[src/rtl/predecode_branch_pkg.sv]
// Shared 65xx constants: T-state encodings, predecode FSM states and
// status-flag bit positions within the {N,V,Z,C} flags bus.
package predecode_branch_pkg;

  localparam logic [2:0] T0 = 3'd0;
  localparam logic [2:0] T1 = 3'd1;
  localparam logic [2:0] T2 = 3'd2;
  localparam logic [2:0] T3 = 3'd3;
  localparam logic [2:0] T4 = 3'd4;
  localparam logic [2:0] T5 = 3'd5;
  localparam logic [2:0] T6 = 3'd6;
  localparam logic [2:0] T7 = 3'd7;

  typedef enum logic [1:0] {
    IDLE    = 2'd0,
    BR_EVAL = 2'd1,
    BR_ADD  = 2'd2
  } state_t;

  localparam int unsigned FLAG_C = 0;
  localparam int unsigned FLAG_Z = 1;
  localparam int unsigned FLAG_V = 2;
  localparam int unsigned FLAG_N = 3;

  // Branch condition selector as encoded in opcode[7:6].
  localparam logic [1:0] COND_N = 2'd0;
  localparam logic [1:0] COND_V = 2'd1;
  localparam logic [1:0] COND_C = 2'd2;
  localparam logic [1:0] COND_Z = 2'd3;

endpackage

[src/rtl/predecode_branch_opcode_class.sv]
// Combinational 65xx opcode classifier: cycle-count hints and branch decode.
// CMOS_BRA_EN: opcode 8'h80 decodes as an always-taken branch (BRA).
module opcode_class
  import predecode_branch_pkg::*;
(
  input  logic [7:0] op,
  output logic       onecycle,
  output logic       twocycle,
  output logic       is_branch,
  output logic       always_taken,
  output logic [1:0] cond_sel,
  output logic       sense
);

  logic [3:0] lo;
  logic [3:0] hi;

  assign lo = op[3:0];
  assign hi = op[7:4];

  always_comb begin
    onecycle     = (lo == 4'h3) || (lo == 4'hB);
    twocycle     = 1'b0;
    is_branch    = (op[4:0] == 5'b10000);
    always_taken = 1'b0;
    cond_sel     = op[7:6];
    sense        = op[5];

    if (lo == 4'h8)
      twocycle = !((op == 8'h08) || (op == 8'h28) || (op == 8'h48) || (op == 8'h68));
    else if (lo == 4'hA)
      twocycle = (hi >= 4'h8) || (op == 8'h0A) || (op == 8'h2A) ||
                 (op == 8'h4A) || (op == 8'h6A);

    case (op)
      8'h09, 8'h29, 8'h49, 8'h69, 8'hA9, 8'hC9, 8'hE9,
      8'hA0, 8'hA2, 8'hC0, 8'hE0: twocycle = 1'b1;
      default: ;
    endcase

`ifdef CMOS_BRA_EN
    if (op == 8'h80) begin
      is_branch    = 1'b1;
      always_taken = 1'b1;
    end
`else
    if (op == 8'h80)
      twocycle = 1'b1;
`endif
  end

endmodule

[src/rtl/predecode_branch.sv]
// Opcode predecode plus conditional-branch evaluation and page-cross detection.
// Build option CMOS_BRA_EN (see opcode_class) enables the 8'h80 BRA opcode.
module predecode_branch
  import predecode_branch_pkg::*;
(
  input  logic       clk,
  input  logic       reset,
  input  logic       ready,
  input  logic [2:0] t,
  input  logic [7:0] data_in,
  input  logic [3:0] flags,
  input  logic [7:0] pcl,
  output logic [7:0] ir,
  output logic       onecycle,
  output logic       twocycle,
  output logic       taken_branch,
  output logic       branch_page_cross
);

  state_t     state, state_n;
  logic [7:0] ir_n;
  logic       onecycle_n, twocycle_n, taken_n, cross_n;
  logic [7:0] offset, offset_n;
  logic [1:0] cond, cond_n;
  logic       sense, sense_n;
  logic       always_br, always_br_n;

  logic       c_one, c_two, c_branch, c_always, c_sense;
  logic [1:0] c_cond;
  logic       flag_sel;
  logic [8:0] sum;

  opcode_class u_class (
    .op           (data_in),
    .onecycle     (c_one),
    .twocycle     (c_two),
    .is_branch    (c_branch),
    .always_taken (c_always),
    .cond_sel     (c_cond),
    .sense        (c_sense)
  );

  always_comb begin
    case (cond)
      COND_N:  flag_sel = flags[FLAG_N];
      COND_V:  flag_sel = flags[FLAG_V];
      COND_C:  flag_sel = flags[FLAG_C];
      default: flag_sel = flags[FLAG_Z];
    endcase
  end

  // Sign-extended add: bit 8 of the 9-bit sum is set exactly when the
  // target leaves the current page, in either direction.
  assign sum = {1'b0, pcl} + {offset[7], offset};

  always_comb begin
    state_n     = state;
    ir_n        = ir;
    onecycle_n  = onecycle;
    twocycle_n  = twocycle;
    taken_n     = taken_branch;
    cross_n     = branch_page_cross;
    offset_n    = offset;
    cond_n      = cond;
    sense_n     = sense;
    always_br_n = always_br;

    if (ready) begin
      if (t == T1) begin
        ir_n        = data_in;
        onecycle_n  = c_one;
        twocycle_n  = c_two;
        taken_n     = 1'b0;
        cross_n     = 1'b0;
        cond_n      = c_cond;
        sense_n     = c_sense;
        always_br_n = c_always;
        state_n     = c_branch ? BR_EVAL : IDLE;
      end else begin
        case (state)
          BR_EVAL: begin
            if (t == T2) begin
              offset_n = data_in;
              taken_n  = always_br || (flag_sel == sense);
              state_n  = (always_br || (flag_sel == sense)) ? BR_ADD : IDLE;
            end
          end
          BR_ADD: begin
            cross_n = sum[8];
            state_n = IDLE;
          end
          default: state_n = IDLE;
        endcase
      end
    end
  end

  always_ff @(posedge clk or posedge reset) begin
    if (reset) begin
      state             <= IDLE;
      ir                <= '0;
      onecycle          <= 1'b0;
      twocycle          <= 1'b0;
      taken_branch      <= 1'b0;
      branch_page_cross <= 1'b0;
      offset            <= '0;
      cond              <= '0;
      sense             <= 1'b0;
      always_br         <= 1'b0;
    end else begin
      state             <= state_n;
      ir                <= ir_n;
      onecycle          <= onecycle_n;
      twocycle          <= twocycle_n;
      taken_branch      <= taken_n;
      branch_page_cross <= cross_n;
      offset            <= offset_n;
      cond              <= cond_n;
      sense             <= sense_n;
      always_br         <= always_br_n;
    end
  end

endmodule

[config.mk]
export PLATFORM = sky130hd
export DESIGN_NAME = predecode_branch
export DESIGN_NICKNAME = d
export VERILOG_FILES = /design/src/rtl/predecode_branch_pkg.sv /design/src/rtl/predecode_branch_opcode_class.sv /design/src/rtl/predecode_branch.sv
export SDC_FILE = /design/constraint.sdc
export NUM_CORES = 1
export LEC_CHECK = 0
export ABC_AREA = 0
export ABC_CLOCK_PERIOD_IN_PS = 1630
export BUFFER_PORTS_ARGS = -buffer_cell sky130_fd_sc_hd__buf_4
export CAP_MARGIN = 10
export CORE_ASPECT_RATIO = 0.9
export CORE_MARGIN = 4
export CORE_UTILIZATION = 45
export CTS_CLUSTER_SIZE = 12
export DETAILED_ROUTE_END_ITERATION = 7
export GPL_TIMING_DRIVEN = 0
export PLACE_DENSITY = 0.75
export SYNTH_ARGS = -nofsm -noshare
export SYNTH_HDL_FRONTEND = slang
export SYNTH_SLANG_ARGS = --single-unit
[constraint.sdc]
create_clock -name clk -period 1.63 [get_ports clk]
set_clock_uncertainty 0.1 [all_clocks]
set_input_delay 0.326 -clock clk [delete_from_list [all_inputs] [get_ports clk]]
set_output_delay 0.326 -clock clk [all_outputs]
set_load 0.02 [all_outputs]
==> results of run 1 <==
## cell usage in the layout, fill, tap and decap left out, types with 2 or more instances in the layout
| master | instances |
|---|---|
| sky130_fd_sc_hd__clkbuf_4 | 3 |
| sky130_fd_sc_hd__nand2_1 | 33 |
| sky130_fd_sc_hd__inv_1 | 4 |
| sky130_fd_sc_hd__ha_4 | 5 |
| sky130_fd_sc_hd__a21oi_2 | 3 |
| sky130_fd_sc_hd__nor2_1 | 4 |
| sky130_fd_sc_hd__xnor2_1 | 2 |
| sky130_fd_sc_hd__nand2b_1 | 3 |
| sky130_fd_sc_hd__o21ai_0 | 5 |
| sky130_fd_sc_hd__buf_4 | 39 |
| sky130_fd_sc_hd__o31ai_1 | 2 |
| sky130_fd_sc_hd__nor2b_1 | 2 |
| sky130_fd_sc_hd__nand4_1 | 2 |
| sky130_fd_sc_hd__dfrtp_1 | 22 |
| sky130_fd_sc_hd__ha_1 | 2 |
| sky130_fd_sc_hd__mux2_2 | 8 |
| sky130_fd_sc_hd__nand3b_1 | 2 |
## layout make-up
type | instances | area share (%)
sequential | 22 | 34.1
clock buffer | 4 | 2.25
timing repair buffer | 38 | 17.7
multi-input combinational | 89 | 41.8
tap | 28 | 2.17
buffer | 3 | 1.01
inverter | 4 | 0.931
## through the flow
step | util, % | TNS [ns] | worst slack, ns
floorplan | - | 0 | 0.105
global placement | 60.3 | -0.0172 | -0.0172
detailed placement | 60.3 | -0.0972 | -0.0747
CTS | 63.0 | 0 | 0.0119
global route | 65.4 | -0.0916 | -0.0916
finish | 65.4 | -0.0104 | -0.0104
## registers in the layout, indices dropped and copies added (netlist names)
signal,flops
branch_page_cross,1
ir,8
offset,8
onecycle,1
state,2
taken_branch,1
twocycle,1
## worst paths after layout
kind	cells past startpoint	to	start	slack (ns)
max in group asynchronous	2	offset[3]	reset	0.89
setup reg to reg	5	branch_page_cross	offset[7]	-0.01
hold / removal	2	ir[3]	reset	0.05
hold reg to reg	2	onecycle	onecycle	0.40
setup / recovery	5	branch_page_cross	offset[7]	-0.01
min in group clk	2	state[1]	ready	0.12
## kinds of logic after synthesis
group | share of synthesized area, %
AND/OR/NAND/NOR | 21.1
flip-flops | 46.8
AO/OA/AOI/OAI | 11.0
multiplexers | 9.57
buffers and inverters | 2.66
adder cells (fa/ha/maj) | 7.45
XOR/XNOR | 1.49
## critical path, stage by stage (launching register included)
cell and delay, ns:
sky130_fd_sc_hd__dfrtp_1 0.44, sky130_fd_sc_hd__ha_4 0.28, sky130_fd_sc_hd__nand4_1 0.17, sky130_fd_sc_hd__a211oi_2 0.28, sky130_fd_sc_hd__o31a_1 0.19, sky130_fd_sc_hd__o31ai_2 0.07
## repair_timing
item,in CTS,in global routing
buffers inserted,1,0
endpoints found under the setup margin,1,1
resized for setup,4,6
pin swaps,1,5
## power groups by stage
stage | clock, mW | sequential, mW | combinational, mW
2_1_floorplan | 0 | 0.690 | 0.123
3_3_place_gp | 0 | 0.642 | 0.325
3_5_place_dp | 0 | 0.645 | 0.337
4_1_cts | 0.307 | 0.636 | 0.342
5_1_grt | 0.326 | 0.645 | 0.382
6_report | 0.309 | 0.637 | 0.349
## metal layers
metal	vias up	global-route usage, %
met5	-	0
met4	0	5.45
met3	4	3.22
met2	33	30.9
met1	492	24.5
li1	494	-
==> qor.yml, run 1 <==
outcome: "finished, violations left"
violations: "negative setup slack"
power.share.combinational_pct: 26.9
start_to_end_type_of_the_worst_setup_path: "reg -> reg"
critical_path.endpoint_type: "flop"
placed_area_mm2: 0.00149
netlist-cell-type-count: 31
worst_voltage_drop_across_the_vdd_grid_mv: 0.673
leakage_power_of_the_design_nw: 0.797
cts-root-to-sink-buffers: 2
placer_congestion: 0.760
detail-route-antenna-nets: 0
netlist_top_cells_count: "33 x sky130_fd_sc_hd__nand2_1, 22 x sky130_fd_sc_hd__dfrtp_1, 8 x sky130_fd_sc_hd__mux2_2"
synth-seq-area-share_pct: 46.8
drt_iter0_markers: 30
drive_above_1_share_pct: 40.6
wp_data_arrival_ns: 1.74
synth_flop_cell: "sky130_fd_sc_hd__dfrtp_1"
drv_cap: 0
swShare_pct: 29.9
initial_core_utilization_pct: 47.7
synth_largest_type_area_fraction_pct: 46.8
rsz_0062_raised_after_global_routing: "yes"
final_stage_net_count: 194
design.portCount: 38
h-tree-depth: 1
gr_util_all_layers_pct: 18.7
drt-wirelength-per-cell_um: 15.9
fin_crit_ns: 1.64
final_cell_count_no_fill: 188
antenna_cells_inserted: 0
wire_length_of_the_first_global_routing_pass_um: 4900
dp.final_hpwl_um: 2270
yosys.area.top_type: "sky130_fd_sc_hd__dfrtp_1"
insertion_delay_ns: 0.31
globalRoute.totalOverflow: 0
tcrit_tclk_final_pct: 101
routed-via-count: 1023
post-route-worst-setup-slack_ns: -0.0104
synth_warnings: 0
die_height_um: 56.5
postSynthAreaPerCell_um2: 9.97
area.sequential_um2: 551
tritoncts: "done"
dp_cells: 183
wl_um: 2980
multi_input_area_um2: 674
drtPass1Iterations: 4
cts_buffers: 3
slew_violations: 0
post_synth_edffs: 0
avgViaCountPerCell: 5.44
synth.most_common_cell: "sky130_fd_sc_hd__nand2_1"
setup_viol_count_final: 1
vias_in_the_first_global_route: 1071
stdcell_area_mm2: 0.00161
wl_met3_um: 152
wl_met2_um: 1550
synth_top_cells_by_area: "sky130_fd_sc_hd__dfrtp_1 47%, sky130_fd_sc_hd__nand2_1 11%, sky130_fd_sc_hd__mux2_2 7.7%"
cts.hold.buffers_added: 0
clkSlewWorstSetupHoldPaths_ns: 0.13
clock_power_share_pct: 23.8
worst_hold_slack_ns: 0.0501
internal_power_mw: 0.907
worst_setup_path_start_kind: "flop"
finalPower_mw: 1.29
grt_max_degree: 23
grt_antenna_before_repair: 0
filler_cell_count: 205
total_switching_power_mw: 0.388
netlist_area_mm2: 0.00118
fp.dieW_um: 61.9
num_rows: 17
syn2layout_area_growth_pct: 37.1
share_of_flip_flops_with_an_asynchronous_set_or_reset_pct: 100
final-hold-violation-count: 0
drt_drc_violations_left: 0
p_per_area_mw_per_mm2: 803
worst_ep_required_time_ns: 1.73
maxSlewHeadroom_pct: 46.9
worstPathMaxFanout: 3
core_area_mm2: 0.00247
top_layer: "met4"
root_buffer: "sky130_fd_sc_hd__clkbuf_4"
place.port_buffers: 37
synthesis.instances: 118
maxClockFrequency_mhz: 610
max_slew.worst_pin.slew_ns: 0.795
m1WireLength_um: 1260
min_path_type: "in -> async"
seq_power_share_pct: 49.2
design.die.area_mm2: 0.00350
synth-seq-cells: 22
synth.net_count: 151
clk_sink_count: 22
Power figures use the tool's default switching activity.
==> inputs of run 2 (changes only) <==
- REMOVE_ABC_BUFFERS: unset -> 1
==> qor.yml, run 2 (synthesized netlist as in run 1, its figures left out) <==
insertion_delay_ns: 0.30  # was 0.31 ns
leakage_power_of_the_design_nw: 0.789  # was 0.797 nW
rr_worst_depth: 5  # unchanged
grt_antenna_before_repair: 0  # unchanged
design.die.area_mm2: 0.00350  # unchanged
stdcell_area_mm2: 0.00159  # was 0.00161 mm²
place.port_buffers: 37  # unchanged
dp.final_hpwl_um: 2150  # was 2270 µm
p_per_area_mw_per_mm2: 766  # was 803 mW/mm²
placed_area_mm2: 0.00147  # was 0.00149 mm²
tcrit_tclk_final_pct: 100  # was 101%
num_rows: 17  # unchanged
place_ws_ns: -0.260  # was -0.0747 ns
mostFrequentLayoutCell: "sky130_fd_sc_hd__buf_4"  # unchanged
worst_ep_required_time_ns: 1.74  # was 1.73 ns
design.portCount: 38  # unchanged
clkSlewWorstSetupHoldPaths_ns: 0.12  # was 0.13 ns
vias_in_the_first_global_route: 1063  # was 1071
cts-root-to-sink-buffers: 2  # unchanged
finalPower_mw: 1.21  # was 1.29 mW
post-route-worst-setup-slack_ns: -0.00113  # was -0.0104 ns
die_height_um: 56.5  # unchanged
drive_above_1_share_pct: 39.9  # was 40.6%
detail-route-antenna-nets: 0  # unchanged
setup_viol_count_final: 1  # unchanged
final-hold-violation-count: 0  # unchanged
grt_max_degree: 23  # unchanged
final_stage_net_count: 193  # was 194
wp_data_arrival_ns: 1.74  # about the same
syn2layout_area_growth_pct: 34.8  # was 37.1%
final_cell_count_no_fill: 186  # was 188
drt_drc_violations_left: 0  # unchanged
finish.utilization_pct: 64.2  # was 65.4%
outcome: "finished, violations left"  # unchanged
cts.hold.buffers_added: 0  # unchanged
wl_um: 2830  # was 2980 µm
drtPass1Iterations: 4  # unchanged
initial_core_utilization_pct: 47.7  # unchanged
drt-wirelength-per-cell_um: 15.2  # was 15.9 µm
violations: "negative setup slack"  # unchanged
wire_length_of_the_first_global_routing_pass_um: 4780  # was 4900 µm
root_buffer: "sky130_fd_sc_hd__clkbuf_4"  # unchanged
worst_setup_path_start_kind: "flop"  # unchanged
drt_iter0_markers: 12  # was 30
fin_crit_ns: 1.63  # was 1.64 ns
globalRoute.totalOverflow: 0  # unchanged
tritoncts: "done"  # unchanged
core_area_mm2: 0.00247  # unchanged
h-tree-depth: 1  # unchanged
maxClockFrequency_mhz: 613  # was 610 MHz
fp.dieW_um: 61.9  # unchanged
maxSlewHeadroom_pct: 43.7  # was 46.9%
rsz_0062_raised_after_global_routing: "yes"  # unchanged
worst_voltage_drop_across_the_vdd_grid_mv: 0.515  # was 0.673 mV
cts_buffers: 3  # unchanged
drv_cap: 0  # unchanged
dp_cells: 180  # was 183
slew_violations: 0  # unchanged
min_path_type: "in -> async"  # unchanged
routed-via-count: 1002  # was 1023
top_regs: "ir x8, offset x8, state x2"  # unchanged
max_slew.worst_pin.slew_ns: 0.843  # was 0.795 ns
start_to_end_type_of_the_worst_setup_path: "reg -> reg"  # unchanged
clk_sink_count: 22  # unchanged
critical_path.endpoint_type: "flop"  # unchanged
gr_util_all_layers_pct: 18.1  # was 18.7%
worstPathMaxFanout: 3  # unchanged
placer_congestion: 0.721  # was 0.760
final_cell_mix: "40 x sky130_fd_sc_hd__buf_4, 33 x sky130_fd_sc_hd__nand2_1, 22 x sky130_fd_sc_hd__dfrtp_1"  # was 39 x sky130_fd_sc_hd__buf_4, 33 x sky130_fd_sc_hd__nand2_1, 22 x sky130_fd_sc_hd__dfrtp_1
antenna_cells_inserted: 0  # unchanged
avgViaCountPerCell: 5.39  # was 5.44
## run 2: cell count changes in the layout (fill, tap and decap cells not counted), sizes merged
cell	before	now
clkbuf	5	3
## run 2: repair_timing
| item | in CTS | in global routing |
|---|---|---|
| endpoints found under the setup margin | 1 | 2 |
| resized for setup | 3 | 6 |
| pin swaps | 0 | 7 |
| setup buffers | 1 | 2 |
## run 2: metal layers
layer | wire length [µm] | up-vias | part of all wire, % | track usage [%]
li1 | - | 494 | - | -
met1 | 1280 | 476 | 45 | 24.3
met2 | 1390 | 30 | 49 | 29.7
met3 | 152 | 2 | 5.4 | 3.91
met4 | 13 | 0 | 0.46 | 3.64
met5 | 0 | - | 0 | 0
## run 2: worst max-delay path, cell delays in order, from the launching register on
cell and delay, ns:
sky130_fd_sc_hd__dfrtp_1 0.43, sky130_fd_sc_hd__ha_4 0.28, sky130_fd_sc_hd__nand4_1 0.14, sky130_fd_sc_hd__a211oi_2 0.30
sky130_fd_sc_hd__nor4_2 0.09, sky130_fd_sc_hd__o31ai_1 0.18
## run 2: worst paths after layout
kind,from,endpoint,slack (ns)
setup / recovery,offset[7],branch_page_cross,-0.001
hold / removal,reset,offset[3],0.09
setup reg to reg,offset[7],branch_page_cross,-0.001
hold reg to reg,ir[1],ir[1],0.40
max in group asynchronous,reset,state[0],0.82
min in group clk,ready,state[1],0.13
## run 2: power by group
part	total [mW]	internal, mW	switching, mW
logic	0.339	0.167	0.172
clock network	0.239	0.0860	0.153
registers	0.636	0.598	0.0387
## run 2: layout make-up
class                   instances  area, µm²
repair buffers                 40        300
fillers                       221        882
inverters                       4       15.0
clock buffers                   3       22.5
multi-input cells              89        662
flip-flops and latches         22        551
well taps                      28       35.0
## run 2: per-stage QoR
| step | TNS, ns | hold WS [ns] |
|---|---|---|
| after floorplan | 0 | 0.215 |
| after global placement | -0.286 | 0.361 |
| after detailed placement | -0.355 | 0.369 |
| after CTS | 0 | 0.108 |
| after global routing | -0.0891 | 0.132 |
| final | -0.00113 | 0.0858 |
==> inputs of run 3 (changes only) <==
- RECOVER_POWER: unset -> 25
==> qor.yml, run 3 (synthesized netlist as in run 1, its figures left out) <==
tritoncts: "done"  # unchanged
outcome: "finished, violations left"  # unchanged
routed-via-count: 1002  # unchanged
power.share.combinational_pct: 27.9  # about the same
fp.dieW_um: 61.9  # unchanged
finalSetupTns_ns: -0.00113  # unchanged
wp_data_arrival_ns: 1.74  # about the same
num_rows: 17  # unchanged
globalRoute.totalOverflow: 0  # unchanged
die_height_um: 56.5  # unchanged
design.portCount: 38  # unchanged
slew_violations: 0  # unchanged
final_cell_mix: "39 x sky130_fd_sc_hd__buf_4, 33 x sky130_fd_sc_hd__nand2_1, 22 x sky130_fd_sc_hd__dfrtp_1"  # was 40 x sky130_fd_sc_hd__buf_4, 33 x sky130_fd_sc_hd__nand2_1, 22 x sky130_fd_sc_hd__dfrtp_1
fin_crit_ns: 1.63  # unchanged
dp.final_hpwl_um: 2150  # unchanged
core_area_mm2: 0.00247  # unchanged
drt_drc_violations_left: 0  # unchanged
top_regs: "ir x8, offset x8, state x2"  # unchanged
start_to_end_type_of_the_worst_setup_path: "reg -> reg"  # unchanged
min_path_type: "in -> async"  # unchanged
swShare_pct: 29.9  # about the same
maxClockFrequency_mhz: 613  # unchanged
drv_cap: 0  # unchanged
maxSlewHeadroom_pct: 43.7  # about the same
worst_setup_path_start_kind: "flop"  # unchanged
worst_ep_required_time_ns: 1.74  # about the same
final-hold-violation-count: 0  # unchanged
max_slew.worst_pin.slew_ns: 0.843  # about the same
gr_util_all_layers_pct: 18.1  # unchanged
drt-wirelength-per-cell_um: 15.2  # unchanged
worstSetupEndpoint: "branch_page_cross"  # unchanged
design.die.area_mm2: 0.00350  # unchanged
vias_in_the_first_global_route: 1063  # unchanged
p_per_area_mw_per_mm2: 766  # about the same
setup_viol_count_final: 1  # unchanged
finish.utilization_pct: 64.2  # unchanged
critical_path.endpoint_type: "flop"  # unchanged
antenna_cells_inserted: 0  # unchanged
worst_hold_slack_ns: 0.0861  # was 0.0858 ns
initial_core_utilization_pct: 47.7  # unchanged
mostFrequentLayoutCell: "sky130_fd_sc_hd__buf_4"  # unchanged
root_buffer: "sky130_fd_sc_hd__clkbuf_4"  # unchanged
drtPass1Iterations: 4  # unchanged
worstReg2RegEnd: "branch_page_cross"  # unchanged
h-tree-depth: 1  # unchanged
seq_power_share_pct: 52.4  # about the same
clkSlewWorstSetupHoldPaths_ns: 0.12  # about the same
drive_above_1_share_pct: 39.9  # unchanged
final_stage_net_count: 193  # unchanged
drt_iter0_markers: 12  # unchanged
syn2layout_area_growth_pct: 34.8  # unchanged
total_switching_power_mw: 0.363  # about the same
place_ws_ns: -0.260  # unchanged
setup_slack_on_the_worst_flop_to_flop_path_ns: -0.001  # about the same
detail-route-antenna-nets: 0  # unchanged
wire_length_of_the_first_global_routing_pass_um: 4780  # unchanged
violations: "negative setup slack"  # unchanged
grt_antenna_before_repair: 0  # unchanged
worstPathMaxFanout: 3  # unchanged
placer_congestion: 0.721  # unchanged
leakage_power_of_the_design_nw: 0.789  # about the same
insertion_delay_ns: 0.30  # about the same
timing.rr.start: "offset[7]"  # unchanged
clock_power_share_pct: 19.7  # about the same
clk_sink_count: 22  # unchanged
worst_voltage_drop_across_the_vdd_grid_mv: 0.515  # about the same
avgViaCountPerCell: 5.39  # unchanged
cts-root-to-sink-buffers: 2  # unchanged
post-route-worst-setup-slack_ns: -0.00113  # unchanged
place.port_buffers: 37  # unchanged
critPathLaunch: "offset[7]"  # unchanged
cts_buffers: 3  # unchanged
rr_worst_depth: 5  # unchanged
wl_um: 2830  # unchanged
grt_max_degree: 23  # unchanged
rsz_0062_raised_after_global_routing: "yes"  # unchanged
tcrit_tclk_final_pct: 100  # unchanged
internal_power_mw: 0.851  # about the same
[run 3: cell type report]
cell class	instances	area, µm²
fill	221	882
multi-input combinational	89	662
sequential	22	551
timing repair buffer	40	300
tap	28	35.0
clock buffer	3	22.5
inverter	4	15.0
[run 3: how the worst min path moves through the flow]
stage	startpoint	to	slack, ns	depth (start not counted)
after floorplan	reset	branch_page_cross	0.22	1
after global placement	ir[4]	ir[4]	0.36	2
after detailed placement	ir[2]	ir[2]	0.37	2
after CTS	reset	ir[4]	0.11	2
after global routing	data_in[2]	onecycle	0.13	2
final	reset	offset[3]	0.09	2
[run 3: metrics by stage]
step | cells | power (mW) | instance area, µm²
finish | 186 | 1.21 | 1590
global route | 186 | 1.29 | 1590
CTS | 184 | 1.22 | 1520
detailed placement | 180 | 0.972 | 1470
global placement | 180 | 0.959 | 1470
floorplan | 115 | 0.805 | 1160
[run 3: critical path, stage by stage (launching register included)]
cell and delay (ns):
sky130_fd_sc_hd__dfrtp_1 0.43, sky130_fd_sc_hd__ha_4 0.28, sky130_fd_sc_hd__nand4_1 0.14, sky130_fd_sc_hd__a211oi_2 0.30, sky130_fd_sc_hd__nor4_2 0.09, sky130_fd_sc_hd__o31ai_1 0.18
[run 3: power groups by stage]
stage          clock, mW  sequential [mW]  combinational, mW
2_1_floorplan          0            0.696              0.109
4_1_cts            0.247            0.636              0.334
3_3_place_gp           0            0.642              0.317
5_1_grt            0.271            0.645              0.372
6_report           0.239            0.636              0.339
3_5_place_dp           0            0.644              0.328
[run 3: layer usage]
layer | vias up | wire length (µm) | GRT usage (%)
met4 | 0 | 13 | 3.64
li1 | 494 | - | -
met1 | 476 | 1280 | 24.3
met3 | 2 | 152 | 3.91
met5 | - | 0 | 0
met2 | 30 | 1390 | 29.7
[run 3: repair_timing]
item | in CTS | in global routing
hold buffers | 0 | 0
resized for setup | 3 | 6
pin swaps | 0 | 7
gates cloned | 0 | 0
setup endpoints to repair | 1 | 2
buffers inserted | 1 | 2
